## config.mk

```make
export PLATFORM = sky130hd
export DESIGN_NAME = mdu_hilo
export DESIGN_NICKNAME = d
export VERILOG_FILES = /design/src/rtl/mdu_pkg.sv /design/src/rtl/div_radix2.sv /design/src/rtl/mdu_hilo.sv
export SDC_FILE = /design/constraint.sdc
export NUM_CORES = 2
export LEC_CHECK = 0
export ABC_CLOCK_PERIOD_IN_PS = 12600
export CORE_ASPECT_RATIO = 0.7
export CORE_MARGIN = 4
export CORE_UTILIZATION = 55
export CTS_BUF_LIST = sky130_fd_sc_hd__clkbuf_2 sky130_fd_sc_hd__clkbuf_4 sky130_fd_sc_hd__clkbuf_8
export CTS_CLUSTER_DIAMETER = 50
export DETAILED_ROUTE_END_ITERATION = 10
export PLACE_DENSITY = 0.8
export SYNTH_ARGS = -nofsm -noshare
export SYNTH_HDL_FRONTEND = slang
export SYNTH_SLANG_ARGS = --single-unit
```

## constraint.sdc

```tcl
create_clock -name clk -period 12.6 [get_ports clk]
set_input_delay 3.78 -clock clk [delete_from_list [all_inputs] [get_ports clk]]
set_output_delay 3.78 -clock clk [all_outputs]
set_load 0.01 [all_outputs]
```

## src/rtl/mdu_pkg.sv

```systemverilog
// Shared encodings and helpers for the multiply/divide unit.
package mdu_pkg;

    // Operation codes presented by the EX stage.
    typedef enum logic [2:0] {
        OP_MULT  = 3'd0,
        OP_MULTU = 3'd1,
        OP_DIV   = 3'd2,
        OP_DIVU  = 3'd3,
        OP_MTHI  = 3'd4,
        OP_MTLO  = 3'd5
    } mdu_op_e;

    // Sequencer states of the unit.
    typedef enum logic [1:0] {
        ST_IDLE = 2'd0,
        ST_MUL  = 2'd1,
        ST_DIV  = 2'd2,
        ST_FIX  = 2'd3
    } mdu_state_e;

    // One quotient bit is produced per divide step.
    localparam int DIV_STEPS = 32;

    // Two's complement negate, wrapping modulo 2^32 (so 0x80000000 maps to itself).
    function automatic logic [31:0] neg32(input logic [31:0] v);
        return ~v + 32'd1;
    endfunction

    // True for the ops that occupy the unit for several cycles.
    function automatic logic is_muldiv(input logic [2:0] op);
        return (op == OP_MULT) || (op == OP_MULTU) || (op == OP_DIV) || (op == OP_DIVU);
    endfunction

    // True for the two divide ops.
    function automatic logic is_div(input logic [2:0] op);
        return (op == OP_DIV) || (op == OP_DIVU);
    endfunction

endpackage

```

## src/rtl/div_radix2.sv

```systemverilog
// Iterative unsigned 32/32 restoring divider, one quotient bit per step.
// Signs are handled by the caller; this core only sees magnitudes.
module div_radix2
    import mdu_pkg::*;
(
    input  logic        clk,
    input  logic        rst,
    input  logic        load,
    input  logic        step,
    input  logic [31:0] dividend,
    input  logic [31:0] divisor,
    output logic [31:0] quotient,
    output logic [31:0] remainder,
    output logic        done
);

    logic [31:0] r_quo;
    logic [31:0] r_rem;
    logic [31:0] r_dvs;
    logic [5:0]  r_steps;

    logic [32:0] w_trial;
    logic [31:0] w_diff;
    logic        w_ge;

    // Trial subtraction on the 33-bit shifted partial remainder. When the trial
    // fits, the true difference is below the divisor, so 32 bits hold it exactly.
    always_comb begin
        w_trial = {r_rem, r_quo[31]};
        w_ge    = (w_trial >= {1'b0, r_dvs});
        w_diff  = w_trial[31:0] - r_dvs;
    end

    // Load operands, then shift one dividend bit in and one quotient bit out per step.
    always_ff @(posedge clk) begin
        if (!rst) begin
            r_quo   <= '0;
            r_rem   <= '0;
            r_dvs   <= '0;
            r_steps <= '0;
        end else if (load) begin
            r_quo   <= dividend;
            r_rem   <= '0;
            r_dvs   <= divisor;
            r_steps <= '0;
        end else if (step && !done) begin
            r_rem   <= w_ge ? w_diff : w_trial[31:0];
            r_quo   <= {r_quo[30:0], w_ge};
            r_steps <= r_steps + 6'd1;
        end
    end

    assign quotient  = r_quo;
    assign remainder = r_rem;
    assign done      = (r_steps == 6'(DIV_STEPS));

endmodule

```

## src/rtl/mdu_hilo.sv

```systemverilog
// Multi-cycle multiply/divide unit with HI/LO registers, issued from EX.
// busy is combinational in the issue cycle so a dependent MFHI/MFLO in ID stalls at once.
module mdu_hilo
    import mdu_pkg::*;
#(
    parameter int MUL_LAT = 2
)(
    input  logic        clk,
    input  logic        rst,
    input  logic        start,
    input  logic [2:0]  op,
    input  logic        cancel,
    input  logic [31:0] src_a,
    input  logic [31:0] src_b,
    output logic        busy,
    output logic [31:0] hi,
    output logic [31:0] lo
);

    mdu_state_e  r_state;
    mdu_state_e  w_state_next;
    logic [4:0]  r_count;
    logic [4:0]  w_count_next;

    logic [31:0] r_hi;
    logic [31:0] r_lo;

    // Latched multiply operands and signedness.
    logic [31:0] r_mul_a;
    logic [31:0] r_mul_b;
    logic        r_mul_signed;

    // Sign fix-up flags captured when a divide is issued.
    logic        r_q_neg;
    logic        r_r_neg;

    logic        w_idle;
    logic        w_start_ok;
    logic        w_mt_ok;
    logic        w_div_load;
    logic        w_div_step;
    logic        w_wr_mul;
    logic        w_wr_fix;

    logic [31:0] w_div_a;
    logic [31:0] w_div_b;
    logic [31:0] w_quo;
    logic [31:0] w_rem;
    logic        w_div_done;

    logic [63:0] w_ext_a;
    logic [63:0] w_ext_b;
    logic [63:0] w_prod;
    logic [31:0] w_fix_q;
    logic [31:0] w_fix_r;

    assign w_idle     = (r_state == ST_IDLE);
    assign w_start_ok = start && !cancel && w_idle && is_muldiv(op);
    assign w_mt_ok    = start && !cancel && w_idle;
    assign busy       = w_start_ok || !w_idle;
    assign hi         = r_hi;
    assign lo         = r_lo;

    // Signed divide works on magnitudes; 0x80000000 stays itself and is read unsigned.
    always_comb begin
        w_div_a = src_a;
        w_div_b = src_b;
        if (op == OP_DIV) begin
            if (src_a[31]) w_div_a = neg32(src_a);
            if (src_b[31]) w_div_b = neg32(src_b);
        end
    end

    div_radix2 u_div (
        .clk       (clk),
        .rst       (rst),
        .load      (w_div_load),
        .step      (w_div_step),
        .dividend  (w_div_a),
        .divisor   (w_div_b),
        .quotient  (w_quo),
        .remainder (w_rem),
        .done      (w_div_done)
    );

    // Full 64-bit product; sign- or zero-extending to 64 bits makes one multiplier serve both.
    always_comb begin
        w_ext_a = r_mul_signed ? {{32{r_mul_a[31]}}, r_mul_a} : {32'd0, r_mul_a};
        w_ext_b = r_mul_signed ? {{32{r_mul_b[31]}}, r_mul_b} : {32'd0, r_mul_b};
        w_prod  = w_ext_a * w_ext_b;
    end

    // Apply quotient and remainder signs for the FIX cycle.
    always_comb begin
        w_fix_q = r_q_neg ? neg32(w_quo) : w_quo;
        w_fix_r = r_r_neg ? neg32(w_rem) : w_rem;
    end

    // Next-state and control decode; cancel always returns to IDLE without a write.
    always_comb begin
        w_state_next = r_state;
        w_count_next = r_count;
        w_div_load   = 1'b0;
        w_div_step   = 1'b0;
        w_wr_mul     = 1'b0;
        w_wr_fix     = 1'b0;
        unique case (r_state)
            ST_IDLE: begin
                if (w_start_ok) begin
                    if (is_div(op)) begin
                        w_state_next = ST_DIV;
                        w_count_next = 5'(DIV_STEPS - 1);
                        w_div_load   = 1'b1;
                    end else begin
                        w_state_next = ST_MUL;
                        w_count_next = 5'(MUL_LAT - 1);
                    end
                end
            end
            ST_MUL: begin
                if (cancel) begin
                    w_state_next = ST_IDLE;
                end else if (r_count == 5'd0) begin
                    w_wr_mul     = 1'b1;
                    w_state_next = ST_IDLE;
                end else begin
                    w_count_next = r_count - 5'd1;
                end
            end
            ST_DIV: begin
                w_div_step = 1'b1;
                if (cancel) begin
                    w_state_next = ST_IDLE;
                end else if (r_count == 5'd0) begin
                    w_state_next = ST_FIX;
                end else begin
                    w_count_next = r_count - 5'd1;
                end
            end
            ST_FIX: begin
                w_wr_fix     = !cancel && w_div_done;
                w_state_next = ST_IDLE;
            end
            default: begin
                w_state_next = ST_IDLE;
            end
        endcase
    end

    // State and step counter register.
    always_ff @(posedge clk) begin
        if (!rst) begin
            r_state <= ST_IDLE;
            r_count <= '0;
        end else begin
            r_state <= w_state_next;
            r_count <= w_count_next;
        end
    end

    // Capture operands and sign flags at issue.
    always_ff @(posedge clk) begin
        if (!rst) begin
            r_mul_a      <= '0;
            r_mul_b      <= '0;
            r_mul_signed <= 1'b0;
            r_q_neg      <= 1'b0;
            r_r_neg      <= 1'b0;
        end else if (w_start_ok) begin
            if (is_div(op)) begin
                r_q_neg <= (op == OP_DIV) && (src_a[31] ^ src_b[31]);
                r_r_neg <= (op == OP_DIV) && src_a[31];
            end else begin
                r_mul_a      <= src_a;
                r_mul_b      <= src_b;
                r_mul_signed <= (op == OP_MULT);
            end
        end
    end

    // HI/LO update: completed multiply, completed divide, or a direct move while idle.
    always_ff @(posedge clk) begin
        if (!rst) begin
            r_hi <= '0;
            r_lo <= '0;
        end else if (w_wr_mul) begin
            r_hi <= w_prod[63:32];
            r_lo <= w_prod[31:0];
        end else if (w_wr_fix) begin
            r_hi <= w_fix_r;
            r_lo <= w_fix_q;
        end else if (w_mt_ok && (op == OP_MTHI)) begin
            r_hi <= src_a;
        end else if (w_mt_ok && (op == OP_MTLO)) begin
            r_lo <= src_a;
        end
    end

endmodule
```

==> results.md <==
- Finished Core Util: 59.0%
- CTS tree: done
- Area growth syn-to-layout: 5.72%
- Num CTS Buffers: 44
- Combinational share of power: 54.9%
- Placed insts: 8376
- Pin count of the biggest net entering global routing: 89
- Fin cells: 8460
- I/O pins: 136
- Vias in the first global route: 51700
- CORE AREA: 0.111 mm²
- RSZ-0062 raised after global routing: false
- Arrival time worst endpoint: 11.81 ns
- Layout fillers: 9415
- Synth Area in Adders: 53.0%
- Synth Area in Simple Gates: 15.0%
- Total Die Area: 0.118 mm²
- Setup ws final: 1.26 ns
- Tot GR Track Use: 32.7%
- DRT Wirelength: 188000 µm
- Initial antenna violation count: 6
- Drt pass-1 iters: 8
- Worst skew pair latency: 0.65 ns
- Setup Skew: 0.0692 ns
- Status: finished, final reports clean
- WL per Instance: 22.2 µm
- I/O Buffers: 135
- Worst Path Class, Setup: flip-flop to flip-flop
- Cell family with most CP delay: adder cells
- CP Max Fanout: 41
- Die extent in y: 289 µm
- Overall power: 4.17 mW
- Complex-gate fraction of the synthesized area: 8.53%
- Switch Pwr: 2.01 mW
- Final Wtd Congestion: 1.01
- Mapped Area: 0.0620 mm²
- Post-synth ARST share: 0%
- Hold depth: 2
- Post-synthesis cell type count: 75
- WHS: 0.465 ns
- Setup crit start: r_mul_a[31]
- Setup crit end kind: flip-flop
- Drt drc: 0
- Sw Share: 48.4%
- FF/Latch Area: 0.00482 mm²
- DP Area: 0.0646 mm²
- Fin nets: 8756
- Row count: 102
- CP Data Required Time: 13.07 ns
- Pwr/cell area: 63.6 mW/mm²
- Post-Synth XOR/XNOR Area: 3.70%
- Via count: 48900
- Yosys warnings: 0
- Min-delay worst type: flip-flop to flip-flop
- Starting density of the core: 55.8%
- RR Endpoint: hi[31]
- R2R setup slack: 1.26 ns
- # setup viols final: 0
- Iter 0 DRT Violations: 5361
- Max Freq: 88.2 MHz
- First-pass GRT wire length: 298000 µm
- Clk pwr share: 19.5%
- Mapped Cells: 7008
- Finished Cell Area: 0.0655 mm²
- DP HPWL: 153000 µm
- Via density: 5.78
- Post-synth EDFFs: 0
- Seq pwr share: 25.6%
- Grt ovf: 0
- CTS Hold Buffers Added: 0
- Crit-path max cell delay: 1.16 ns
- Hold EP: r_mul_b[6]
- Flops & latches, synth: 240
- Max-cap violations: 0
- Die X: 409 µm
- VDD IR max: 310 µV
- Period utilization: 90.0%
- Max H-tree Level: 2
- Routed Antenna Nets: 0
- Static Leak: 32.4 nW
- Mapped Nets: 8850
- Largest family of logic cells by synthesized area: adder cells
- Share of cells above drive strength 1: 3.28%
- CP max-delay cell: a2111oi_0
- Most frequent CP cell: fa_1
- TNS Setup: 0 ns
- Multi-input gate area: 0.0499 mm²
- Final Hold Viols: 0
- Clock Path Buffers: 3
- CTS root buffer: clkbuf_8
- Mux share of post-synthesis cell area: 0.212%
- CTS clk-pin slew, worst paths: 0.07 ns
- Worst r2r src: r_mul_a[31]
- Worst-Margin Slew: 1.26 ns
- Dominant synthesized flop cell: dfxtp_1
- # Post-CTS Setup Buffers: 0
- Post-place setup slack: 1.73 ns
- Post-synthesis sequential area ratio: 7.75%
- Crit path launch type: flip-flop
- Fin crit period: 11.34 ns
- Worst Hold Launch: r_mul_b[6]
- Sink Count: 240
- Gates resized, CTS repair: 0
- WP buf/inv: 7
- Internal power: 2.15 mW
- Pins over their slew limit: 0
- Worst slew margin: 13.6%
- Avg Inst Size Synth: 8.84 µm²
- R2R cell count: 29
[final cells by class]
cell class | instances | area share, %
antenna | 7 | 0.0267
clock buffer | 62 | 1.17
clock inverter | 15 | 0.208
inverter | 1586 | 9.09
multi-input combinational | 4811 | 76.1
sequential | 240 | 7.36
tap | 1508 | 2.88
timing repair buffer | 231 | 3.16
[per-layer routing]
metal	vias to the layer above	global-route usage, %	share of wire [%]
met3	463	8.06	12
met1	24600	45.2	40
li1	20900	-	-
met5	-	0	0
met4	0	14.3	5.1
met2	2912	49.3	43
[Yosys cell counts, types with 4 or more instances]
cell type,instances,area [µm²]
a21oi_1,302,1510
o211ai_1,17,128
o2111ai_1,6,52.6
nor3_1,60,300
and3_1,32,200
o21bai_1,12,90.1
o41ai_1,15,131
a31oi_1,26,163
a221oi_1,4,35.0
o31ai_1,28,210
a311oi_1,31,272
nor4_1,10,62.6
o31a_1,6,52.6
fa_1,1420,28400
or2_2,8,50.1
or4_1,7,52.6
nand2_1,839,3150
o21ai_1,4,20.0
xnor2_1,148,1300
nand3b_1,6,45.0
a211oi_1,97,728
nand4_1,13,81.3
nand2b_1,16,100
nand3_1,35,175
a32oi_1,5,43.8
a21boi_0,4,30.0
mux2i_1,12,120
o21a_1,11,82.6
nor2b_1,20,125
o221ai_1,10,87.6
a31o_2,7,61.3
or3_1,26,163
nor2_1,237,890
nor3b_1,4,30.0
and4_1,8,70.1
inv_1,1585,5950
xor2_1,114,998
dfxtp_1,240,4800
clkbuf_1,344,1290
buf_1,25,93.8
a22o_1,4,35.0
a21o_1,51,383
ha_1,351,4390
and2_1,579,3620
o21ai_0,182,911
[worst min-delay path: stages (launching register included)]
cell and delay [ns]:
dfxtp_1 0.31, nand2_1 0.05, a21oi_1 0.05
[cells by family (layout without fill, tap and decap cells)]
group                      count (synthesis)  count (layout)
adders and majority gates               1774            1774
other                                      0               7
AOI/OAI and AO/OA                        847             847
buffers and inverters                   1957            1894
xor gates and xnor gates                 262             262
muxes                                     13              13
and+or+nand+nor                         1915            1915
DFF                                      240             240
[power groups by stage]
stage | registers, mW | logic [mW] | clock network, mW
6_report | 1.07 | 2.29 | 0.813
4_1_cts | 1.06 | 2.22 | 0.817
3_5_place_dp | 1.07 | 2.21 | 0
3_3_place_gp | 1.07 | 2.17 | 0
2_1_floorplan | 1.01 | 1.56 | 0
5_1_grt | 1.08 | 2.48 | 0.846
[cells in the final DEF, fill, tap and decap left out, types with 25 or more instances in the layout]
| master | synthesis | final |
|---|---|---|
| and3_1 | 32 | 32 |
| inv_1 | 1585 | 1585 |
| nand3_1 | 35 | 35 |
| o21ai_0 | 182 | 181 |
| dfxtp_1 | 240 | 226 |
| or3_1 | 26 | 25 |
| a211oi_1 | 97 | 97 |
| nor3_1 | 60 | 59 |
| ha_1 | 351 | 351 |
| xor2_1 | 114 | 114 |
| buf_4 | 0 | 96 |
| a21o_1 | 51 | 51 |
| xnor2_1 | 148 | 148 |
| fa_1 | 1420 | 1420 |
| o31ai_1 | 28 | 28 |
| and2_1 | 579 | 578 |
| a311oi_1 | 31 | 31 |
| nand2_1 | 839 | 838 |
| nor2_1 | 237 | 236 |
| clkbuf_8 | 0 | 48 |
| a21oi_1 | 302 | 302 |
| a31oi_1 | 26 | 26 |
| clkdlybuf4s50_1 | 0 | 135 |
[registers in the layout (all words and copies together) (netlist names)]
name,flops
hi,32
lo,32
r_count,5
r_mul_a,32
r_mul_b,32
r_mul_signed,1
r_q_neg,1
r_r_neg,1
r_state,2
u_div.quotient,32
u_div.r_dvs,32
u_div.r_steps,6
u_div.remainder,32
[worst max path at each step]
stage,to,slack (ns),cells after the start
6_report,hi[31],1.26,29
5_1_grt,hi[31],0.89,29
4_1_cts,hi[31],1.62,29
3_5_place_dp,hi[31],1.73,29
3_3_place_gp,hi[31],2.16,29
2_1_floorplan,hi[31],3.44,33
No activity file was read; power rests on OpenSTA's default activity.
